[src/rtl/div_issue_ctrl_if.sv]
// div_issue_ctrl_if: request, divider and result bundle of the divide issue controller
interface div_issue_ctrl_if #(parameter int TAG_W = 5);
  logic             req_valid;
  logic             req_ready;
  logic             req_signed;
  logic [31:0]      req_x;
  logic [31:0]      req_y;
  logic [TAG_W-1:0] req_tag;
  logic             flush;
  logic             dv_div;
  logic             dv_signed;
  logic [31:0]      dv_x;
  logic [31:0]      dv_y;
  logic [31:0]      dv_s;
  logic [31:0]      dv_r;
  logic             dv_complete;
  logic             res_valid;
  logic             res_ready;
  logic [31:0]      res_lo;
  logic [31:0]      res_hi;
  logic [TAG_W-1:0] res_tag;
  logic             res_dz;
  logic             busy;
  modport master (
    output req_valid, req_signed, req_x, req_y, req_tag, flush, dv_s, dv_r, dv_complete, res_ready,
    input  req_ready, dv_div, dv_signed, dv_x, dv_y, res_valid, res_lo, res_hi, res_tag, res_dz, busy
  );
  modport slave (
    input  req_valid, req_signed, req_x, req_y, req_tag, flush, dv_s, dv_r, dv_complete, res_ready,
    output req_ready, dv_div, dv_signed, dv_x, dv_y, res_valid, res_lo, res_hi, res_tag, res_dz, busy
  );
endinterface

[src/rtl/div_issue_ctrl.sv]
// div_issue_ctrl: launches one divide at a time, holds its result for writeback, handles flush
module div_issue_ctrl #(parameter int TAG_W = 5) (
  input logic              div_clk,
  input logic              resetn,
  div_issue_ctrl_if.slave  dbus
);
  localparam logic [1:0] IDLE = 2'd0, RUN = 2'd1, DONE = 2'd2, DRAIN = 2'd3;
  logic [1:0]       r_state;
  logic             r_dv_div, r_dv_signed, r_res_dz;
  logic [31:0]      r_dv_x, r_dv_y, r_res_lo, r_res_hi;
  logic [TAG_W-1:0] r_tag;
  logic             w_accept, w_zero;
  assign dbus.req_ready = r_state == IDLE && !dbus.flush;
  assign w_accept       = dbus.req_valid && dbus.req_ready;
  assign w_zero         = dbus.req_y == 32'd0;
  assign dbus.dv_div    = r_dv_div;
  assign dbus.dv_signed = r_dv_signed;
  assign dbus.dv_x      = r_dv_x;
  assign dbus.dv_y      = r_dv_y;
  assign dbus.res_valid = r_state == DONE;
  assign dbus.res_lo    = r_res_lo;
  assign dbus.res_hi    = r_res_hi;
  assign dbus.res_tag   = r_tag;
  assign dbus.res_dz    = r_res_dz;
  assign dbus.busy      = r_state != IDLE;
  always_ff @(posedge div_clk) begin
    if (!resetn) begin
      r_state     <= IDLE;
      r_dv_div    <= 1'b0;
      r_dv_signed <= 1'b0;
      r_dv_x      <= '0;
      r_dv_y      <= '0;
      r_res_lo    <= '0;
      r_res_hi    <= '0;
      r_res_dz    <= 1'b0;
      r_tag       <= '0;
    end else begin
      r_dv_div <= w_accept && !w_zero;
      case (r_state)
        IDLE: if (w_accept) begin
          r_tag <= dbus.req_tag;
          if (w_zero) begin
            r_res_lo <= '1;
            r_res_hi <= dbus.req_x;
            r_res_dz <= 1'b1;
            r_state  <= DONE;
          end else begin
            r_dv_x      <= dbus.req_x;
            r_dv_y      <= dbus.req_y;
            r_dv_signed <= dbus.req_signed;
            r_state     <= RUN;
          end
        end
        RUN: if (dbus.dv_complete) begin
          r_state <= dbus.flush ? IDLE : DONE;
          if (!dbus.flush) begin
            r_res_lo <= dbus.dv_s;
            r_res_hi <= dbus.dv_r;
            r_res_dz <= 1'b0;
          end
        end else if (dbus.flush) r_state <= DRAIN;
        DONE: if (dbus.flush || dbus.res_ready) r_state <= IDLE;
        default: if (dbus.dv_complete) r_state <= IDLE;
      endcase
    end
  end
endmodule

[src/flat_wrapper.sv]
// flat-port wrapper written by rule: the top's interface ports become plain ports
module div_issue_ctrl_flat 
#(parameter int TAG_W = 5)
  (div_clk, resetn, dbus_req_valid, dbus_req_signed, dbus_req_x, dbus_req_y, dbus_req_tag, dbus_flush, dbus_dv_s, dbus_dv_r, dbus_dv_complete, dbus_res_ready, dbus_req_ready, dbus_dv_div, dbus_dv_signed, dbus_dv_x, dbus_dv_y, dbus_res_valid, dbus_res_lo, dbus_res_hi, dbus_res_tag, dbus_res_dz, dbus_busy);
  div_issue_ctrl_if #(.TAG_W(TAG_W)) dbus_i ();
  input logic div_clk;
  input logic resetn;
  input wire logic [$bits(dbus_i.req_valid)-1:0] dbus_req_valid;
  input wire logic [$bits(dbus_i.req_signed)-1:0] dbus_req_signed;
  input wire logic [$bits(dbus_i.req_x)-1:0] dbus_req_x;
  input wire logic [$bits(dbus_i.req_y)-1:0] dbus_req_y;
  input wire logic [$bits(dbus_i.req_tag)-1:0] dbus_req_tag;
  input wire logic [$bits(dbus_i.flush)-1:0] dbus_flush;
  input wire logic [$bits(dbus_i.dv_s)-1:0] dbus_dv_s;
  input wire logic [$bits(dbus_i.dv_r)-1:0] dbus_dv_r;
  input wire logic [$bits(dbus_i.dv_complete)-1:0] dbus_dv_complete;
  input wire logic [$bits(dbus_i.res_ready)-1:0] dbus_res_ready;
  output wire logic [$bits(dbus_i.req_ready)-1:0] dbus_req_ready;
  output wire logic [$bits(dbus_i.dv_div)-1:0] dbus_dv_div;
  output wire logic [$bits(dbus_i.dv_signed)-1:0] dbus_dv_signed;
  output wire logic [$bits(dbus_i.dv_x)-1:0] dbus_dv_x;
  output wire logic [$bits(dbus_i.dv_y)-1:0] dbus_dv_y;
  output wire logic [$bits(dbus_i.res_valid)-1:0] dbus_res_valid;
  output wire logic [$bits(dbus_i.res_lo)-1:0] dbus_res_lo;
  output wire logic [$bits(dbus_i.res_hi)-1:0] dbus_res_hi;
  output wire logic [$bits(dbus_i.res_tag)-1:0] dbus_res_tag;
  output wire logic [$bits(dbus_i.res_dz)-1:0] dbus_res_dz;
  output wire logic [$bits(dbus_i.busy)-1:0] dbus_busy;
  assign dbus_i.req_valid = dbus_req_valid;
  assign dbus_i.req_signed = dbus_req_signed;
  assign dbus_i.req_x = dbus_req_x;
  assign dbus_i.req_y = dbus_req_y;
  assign dbus_i.req_tag = dbus_req_tag;
  assign dbus_i.flush = dbus_flush;
  assign dbus_i.dv_s = dbus_dv_s;
  assign dbus_i.dv_r = dbus_dv_r;
  assign dbus_i.dv_complete = dbus_dv_complete;
  assign dbus_i.res_ready = dbus_res_ready;
  assign dbus_req_ready = dbus_i.req_ready;
  assign dbus_dv_div = dbus_i.dv_div;
  assign dbus_dv_signed = dbus_i.dv_signed;
  assign dbus_dv_x = dbus_i.dv_x;
  assign dbus_dv_y = dbus_i.dv_y;
  assign dbus_res_valid = dbus_i.res_valid;
  assign dbus_res_lo = dbus_i.res_lo;
  assign dbus_res_hi = dbus_i.res_hi;
  assign dbus_res_tag = dbus_i.res_tag;
  assign dbus_res_dz = dbus_i.res_dz;
  assign dbus_busy = dbus_i.busy;
  div_issue_ctrl #(.TAG_W(TAG_W)) u_core (.div_clk(div_clk), .resetn(resetn), .dbus(dbus_i));
endmodule
[config.mk]
export PLATFORM = sky130hd
export DESIGN_NAME = div_issue_ctrl_flat
export DESIGN_NICKNAME = d
export VERILOG_FILES = /design/src/rtl/div_issue_ctrl_if.sv /design/src/rtl/div_issue_ctrl.sv /design/src/flat_wrapper.sv
export SDC_FILE = /design/constraint.sdc
export NUM_CORES = 1
export LEC_CHECK = 0
export BUFFER_PORTS_ARGS = -buffer_cell sky130_fd_sc_hd__buf_2
export CORE_UTILIZATION = 29
export CTS_BUF_LIST = sky130_fd_sc_hd__clkbuf_8
export CTS_CLUSTER_SIZE = 12
export DETAILED_ROUTE_END_ITERATION = 10
export GPL_TIMING_DRIVEN = 1
export PLACE_DENSITY = 0.57
export SETUP_SLACK_MARGIN = 0.15
export SYNTH_ARGS = -nofsm -noshare
export SYNTH_HDL_FRONTEND = slang
export SYNTH_SLANG_ARGS = --single-unit
[constraint.sdc]
create_clock -name div_clk -period 3 [get_ports div_clk]
set_input_delay 0.3 -clock div_clk [delete_from_list [all_inputs] [get_ports div_clk]]
set_output_delay 0.3 -clock div_clk [all_outputs]
set_load 0.02 [all_outputs]
# Yosys cells after proc, flatten, opt, wreduce, memory -nomap -nowiden

Index checks and enable logic that the tools add are counted.

Reductions and logical operators: 15
Bitwise operators: 1
Mux-type cells: 23
Equality and inequality tests: 8

Operators by type and width:

| kind                                                             | number |
|---|---|
| 32-bit two-way mux                                               | 8 |
| 32-bit one-hot mux with 2 select lines                           | 2 |
| 32-bit logical NOT                                               | 1 |
| 2-bit two-way mux                                                | 7 |
| 2-bit by 1-bit != test with 1-bit output (second input constant) | 3 |
| 2-bit one-hot mux with 3 select lines                            | 1 |
| 5-bit AND reduction                                              | 1 |
| 1-bit two-way mux                                                | 4 |
| 2-bit != test (second input constant)                            | 2 |
| 4-bit AND reduction                                              | 1 |
| 2-bit nonzero test                                               | 2 |
| 4-bit nonzero test                                               | 1 |
| 1-bit logical AND                                                | 3 |
| 3-bit != test (second input constant)                            | 1 |
| 3-bit AND reduction                                              | 1 |
| 2-bit by 1-bit == test with 1-bit output (second input constant) | 1 |
| 2-bit == test (second input constant)                            | 1 |
| 1-bit logical NOT                                                | 2 |
| 2-bit logical NOT                                                | 1 |
| 1-bit one-hot mux with 2 select lines                            | 1 |
| 2-bit AND reduction                                              | 1 |
| 1-bit logical OR                                                 | 1 |
| 1-bit inverter                                                   | 1 |

Bits in registers: 138
Input port bits: 140
Output and inout bits: 139
Word-level logic and storage cells: 56

# Logic depth before layout (Yosys ltp)

Gate-level depths: netlist of the first run.

Depth after elaboration: 5
Mapped depth: 10
Gate-level depth less buffers: 5

# Least setup slack after synthesis of the first run

Ideal clock, no wire load.

Path type: input-to-reg
Start: input dbus_req_y[26]
End: register u_core.r_state[0]
Path buffers: 3
Slack: 1.117 ns
Data required time: 2.885 ns
Stages: 8
Data arrival time: 1.768 ns
Setup time: 0.115 ns
Path through: nor4_1 -> nand2_1 -> nor4_4 -> nor2b_1 -> buf_2 -> buf_6 -> buf_6 -> o21a_1

Word-level cells in the longest chain between the ends: 4

Ends and longest elaborated chain:

| what                                  | line                 | RTL |
|---|---|---|
| start: declaration                    | flat_wrapper.sv:11   | `input wire logic [$bits(dbus_i.req_y)-1:0] dbus_req_y;` |
| 32-bit logical NOT                    | div_issue_ctrl.sv:15 | `assign w_zero = dbus.req_y == 32'd0;` |
| 2-bit two-way mux                     | div_issue_ctrl.sv:42 | `if (w_zero) begin` |
| 2-bit two-way mux                     | div_issue_ctrl.sv:40 | `IDLE: if (w_accept) begin` |
| 2-bit one-hot mux with 3 select lines | div_issue_ctrl.sv:39 | `case (r_state)` |
| end signal: assignment                | div_issue_ctrl.sv:55 | `r_state <= dbus.flush ? IDLE : DONE;` |
| end: declaration                      | div_issue_ctrl.sv:8  | `logic [1:0] r_state;` |

Every way passes these cells. The select of a mux whose other input is x is not followed.
A chain may end at the register's enable or synchronous reset.

# Worst setup path after layout of the first run

Start: register u_core.r_state[1]
End: register u_core.r_dv_y[5] (netlist: u_core.dbus.dv_y[5])

Word-level cells in the longest chain between the ends: 4

Ends and longest elaborated chain:

| what                                     | line                                       | RTL |
|---|---|---|
| 2-bit logical NOT (*)                    | div_issue_ctrl.sv:13, div_issue_ctrl.sv:39 |  |
| 1-bit logical AND                        | div_issue_ctrl.sv:13                       | `assign dbus.req_ready = r_state == IDLE && !dbus.flush;` |
| 1-bit logical AND                        | div_issue_ctrl.sv:14                       | `assign w_accept = dbus.req_valid && dbus.req_ready;` |
| 3-bit AND reduction (no source line) (*) | --                                         |  |
| end signal: assignment                   | div_issue_ctrl.sv:49                       | `r_dv_y <= dbus.req_y;` |
| end: declaration                         | div_issue_ctrl.sv:10                       | `logic [31:0] r_dv_x, r_dv_y, r_res_lo, r_res_hi;` |

Mark *: on every way between the ends. The rest lies on a longest branch, timed or not.

==> flow_summary.toml, run 1 <==
[floorplanning]
die_h_um = 143.2
floorplan.die_area_mm2 = 0.02050
rows = 51
start_util_pct = 29.60
core_area_mm2 = 0.01953
die_x_um = 143.2
io_pins = 279

[routing]
viasPerCell = 4.708
first_pass_iters = 4
drt_iter0_drc = 273
antenna_left = 0
drc = 0
wl_per_cell_um = 15.72
wl_um = 17760
vias = 5320

[logic_synthesis]
synth.distinct_cells = 25
synth.area.top_cells = "dfxtp_1 48%, mux2i_1 12%, nand2_1 11%"
yosysSeqAreaShare_pct = 47.79
synth_largest_area_cell = "dfxtp_1"
synth_top_area_share_pct = 47.79
syn_area_mm2 = 0.005781
syn-num-nets = 743
syn_inst = 603
synth_seq_cells = 138
ys_warn_count = 0
syn_avg_cell_area_um2 = 9.586

[critical_path]
required_ps = 3360
cp-end-kind = "register"
startpoint = "u_core.r_state[1]"
critical_path_class = "register to register"
worstPathArrival_ps = 2370
path_max_fanout = 67
r2r-start = "u_core.r_state[1]"
cp-start-kind = "register"

[power]
power_frac_clock_pct = 36.7
total_power_mw = 4.212
p_sw_share_pct = 28.65
pwr-share-seq_pct = 46.8
p_leak_nw = 3.533
power.share.combinational_pct = 16.4
p_per_area_mw_per_mm2 = 538.8
p_sw_mw = 1.207
worst_ir_drop_vdd_uv = 231.3
p_int_mw = 3.005

[timing]
worst_hold_slack_ps = 105.1
period_minus_slack_ps = 2005
fmax_ghz = 0.4988
rsz0062_at_grt = "false"
maxSlewViolCount = 0
period_share_pct = 66.82
tightestPinTransition_ps = 669.8
hold_viol_final = 0
final-setup-viol-count = 0
tns_ps = 0
relSlewSlack_pct = 55.35
clock_skew_ps = 11.20

[outcome]
outcome = "finished clean"

[clock_tree]
tritoncts = "built"
post_cts_buffers = 0
clk_pin_slew_ps = 90
clockBufferDepth = 2
cts_made_buffers = 17
cts-root-buf = "clkbuf_8"
clkLatencyLatePin_ps = 440
cts_resized = 0
htreeDepth = 4
clock_sinks = 138
hold_buffers = 0

[placement]
gp_congestion = 0.7412
portBuffers = 278
dp_hpwl_um = 12240

[grt]
antenna_found_initial = 0
grt_first_pass_wirelength_um = 26720
overflow = 0
globalRouteTotalUtil_pct = 17.00
grt_pass1_vias = 4943
grt_max_degree = 94

[finish]
register_area_mm2 = 0.002763
fin_nets = 993
final_cell_mix = "277 x buf_2, 167 x nand2_1, 138 x dfxtp_1"
drive_above_1_share_pct = 45.09
area_growth_pct = 35.24
antennaDiodeCount = 0
multi_input_area_mm2 = 0.002768
fin_util_pct = 40.04
final_common_cell = "buf_2"
fill_cells = 1995

[worst_hold_path]
min_path_type = "input port to register"
min_from = "dbus_req_x[8]"

[run]
maxCapViolCount = 0
==> Yosys cell counts (all sizes together) <==
cell	count
a21oi	2
a22oi	1
and2	1
buf	18
clkbuf	42
dfxtp	138
mux2	32
mux2i	71
nand2	167
nand2b	1
nand3b	1
nor2	4
nor2b	12
nor3	1
nor4	9
o2111ai	32
o211ai	1
o21a	2
o21ai	35
o221a	32
or2	1
==> per-stage QoR <==
stage	std cells	setup WS [ps]	area (µm²)
global placement	1099	579.0	7420
detailed placement	1099	581.3	7420
floorplan	603	1117	5781
CTS	1130	970.1	7818
global route	1130	831.0	7818
finish	1130	995.3	7818
==> power groups by stage <==
| stage | Sequential [mW] | Clock (mW) | Combinational, mW |
|---|---|---|---|
| after floorplan | 2.12 | 0 | 0.302 |
| after detailed placement | 2.01 | 0 | 0.697 |
| after global routing | 1.98 | 1.68 | 0.751 |
| final | 1.97 | 1.55 | 0.692 |
| after CTS | 1.97 | 1.60 | 0.699 |
| after global placement | 2.01 | 0 | 0.696 |
==> metal layers <==
metal	global-route usage (%)	vias up	part of all wire, %
met1	21.27	2474	45
met5	0	-	0
met4	5.546	0	1.3
li1	-	2638	-
met3	5.433	11	7.3
met2	27.47	197	47
==> final timing paths <==
| path | slack [ps] | cells after the start | end |
|---|---|---|---|
| max | 1000 | 6 | u_core.dbus.dv_y[5] |
| min | 110 | 3 | u_core.dbus.dv_x[8] |
| max reg2reg | 1000 | 6 | u_core.dbus.dv_y[5] |
| min reg2reg | 450 | 2 | u_core.dbus.dv_x[27] |
==> registers in the layout, indices dropped and copies added (netlist names) <==
name                   cells
u_core.dbus.dv_x          32
u_core.r_state             2
u_core.dbus.res_lo        32
u_core.dbus.dv_div         1
u_core.dbus.res_hi        32
u_core.dbus.dv_y          32
u_core.dbus.res_tag        5
u_core.dbus.res_dz         1
u_core.dbus.dv_signed      1
==> cells by family after synthesis <==
family          Yosys count  synth area share [%]
compound gates          105                 14.81
buf+inv                  60                 4.697
flops                   138                 47.79
mux                     103                 18.53
simple gates            197                 14.18
==> final cells by class <==
class	instances	area share, %
multi-input combinational	405	35.40
sequential	138	35.34
timing repair buffer	291	19.93
tap	265	4.241
clock buffer	20	3.521
clock inverter	11	1.569
==> critical path, cell delays in order (launching register included) <==
cell	delay, ps
dfxtp_1	390
or2_1	270
buf_4	210
nor2b_1	170
nor2b_4	180
buf_12	420
mux2i_1	250
Note: power is estimated with default switching activity, not from simulation.
==> inputs of run 2 (changes only) <==
clock period = 2 ns   (was 3 ns; I/O delays follow)
==> flow_summary.toml, run 2 (synthesized netlist as in run 1, its figures left out) <==
[routing]
vias = 5705
drc = 0
wl_um = 18660
antenna_left = 0
drt_iter0_drc = 262
first_pass_iters = 4
viasPerCell = 4.657
wl_per_cell_um = 15.23

[timing]
period_share_pct = 91.68
period_minus_slack_ps = 1834
tightestPinTransition_ps = 385.7
worst_hold_slack_ps = 36.53
relSlewSlack_pct = 74.29
maxSlewViolCount = 0
fmax_ghz = 0.5454
hold_viol_final = 0
clock_skew_ps = 8.816
final-setup-viol-count = 0
rsz0062_at_grt = "false"

[finish]
fin_nets = 1086
fin_area_mm2 = 0.008850
area_growth_pct = 53.10
drive_above_1_share_pct = 42.44
fill_cells = 1882
final_cell_mix = "277 x buf_2, 167 x nand2_1, 138 x dfxtp_1"
final_common_cell = "buf_2"

[placement]
portBuffers = 278
dp_hpwl_um = 12250
gp_congestion = 0.7400
placed_cell_area_mm2 = 0.007505

[floorplanning]
die_h_um = 143.2
io_pins = 279
die_x_um = 143.2
start_util_pct = 29.60
rows = 51
core_area_mm2 = 0.01953
floorplan.die_area_mm2 = 0.02050

[clock_tree]
clock_sinks = 138
clk_pin_slew_ps = 80
cts_made_buffers = 17
clockBufferDepth = 2
cts-root-buf = "clkbuf_8"
tritoncts = "built"
htreeDepth = 4
clkLatencyLatePin_ps = 440

[critical_path]
r2r_cells = 6
critical_path_class = "input port to register"
crit_end = "u_core.dbus.res_lo[19]"
path_max_fanout = 21
rrSetupSlack_ps = 370
cp-start-kind = "input port"
required_ps = 2390
r2r-start = "u_core.r_state[0]"
rr_endpoint = "u_core.dbus.res_hi[13]"
startpoint = "dbus_req_y[14]"
cp-end-kind = "register"
worstPathArrival_ps = 2220

[run]
maxCapViolCount = 0

[grt]
grt_use_met2_pct = 29.86
grt_first_pass_wirelength_um = 28770
grtUsageMet1_pct = 21.41
grt_pass1_vias = 5651
grt_max_degree = 58
met3_usage_pct = 5.533
overflow = 0
antenna_found_initial = 1
globalRouteTotalUtil_pct = 17.95
gr-max-usage-layer = "met2"

[outcome]
outcome = "finished clean"

[power]
worst_ir_drop_vdd_uv = 357.4
p_per_area_mw_per_mm2 = 768.2
p_leak_nw = 3.990
total_power_mw = 6.798

[worst_hold_path]
min_path_type = "input port to register"
==> run 2: final cells by class <==
| type | instances | area, µm² | area share, % |
|---|---|---|---|
| timing repair buffer | 384 | 2511 | 28.38 |
| multi-input combinational | 405 | 2780 | 31.42 |
| antenna | 1 | 2.502 | 0.02828 |
| tap | 265 | 331.6 | 3.747 |
| sequential | 138 | 2763 | 31.22 |
| clock inverter | 12 | 186.4 | 2.107 |
| clock buffer | 20 | 275.3 | 3.110 |
==> run 2: where the power goes <==
part	total, mW	internal, mW	switching [mW]
combinational	1.21	0.556	0.653
clock	2.64	1.48	1.16
sequential	2.95	2.89	0.0663
==> run 2: layer usage <==
layer,routed length (µm),vias to the layer above
met4,408,0
met2,8892,191
met5,0,-
met1,8186,2651
li1,-,2834
met3,1174,29
==> run 2: timing repair <==
| item | CTS | global route |
|---|---|---|
| setup endpoints to repair | 0 | 112 |
| gates resized for setup | 0 | 6 |
| hold buffers | 78 | 1 |
| endpoints found under the hold margin | 78 | 1 |
| buffers inserted | 0 | 5 |
==> run 2: worst min-delay path by stage <==
stage                              startpoint                endpoint  slack, ps  depth (start not counted)
after global placement    u_core.dbus.dv_y[6]     u_core.dbus.dv_y[6]        440                          2
after floorplan               dbus_req_signed   u_core.dbus.dv_signed        340                          2
final                         dbus_req_tag[4]  u_core.dbus.res_tag[4]         40                          3
after detailed placement  u_core.dbus.dv_x[5]     u_core.dbus.dv_x[5]        440                          2
after global routing            dbus_dv_s[27]  u_core.dbus.res_lo[27]          2                          2
after CTS                      dbus_req_y[15]    u_core.dbus.dv_y[15]        0.4                          3
==> run 2: worst max-delay path: stages <==
cell           delay [ps]
dlygate4sd3_1         530
buf_2                 140
nor4_1                160
nand2_1               140
nor4_4                220
buf_4                 200
o21a_4                200
clkbuf_16             210
o221a_2               200
==> run 2: per-stage QoR <==
stage | setup TNS, ps | setup slack, ps | cells | util, %
3_5_place_dp | -12.03 | -6.830 | 1107 | 38.43
3_3_place_gp | 0 | 46.37 | 1107 | 38.43
4_1_cts | 0 | 151.1 | 1217 | 44.80
5_1_grt | 0 | 154.4 | 1225 | 45.32
6_report | 0 | 166.5 | 1225 | 45.32
2_1_floorplan | 0 | 173.6 | 603 | -
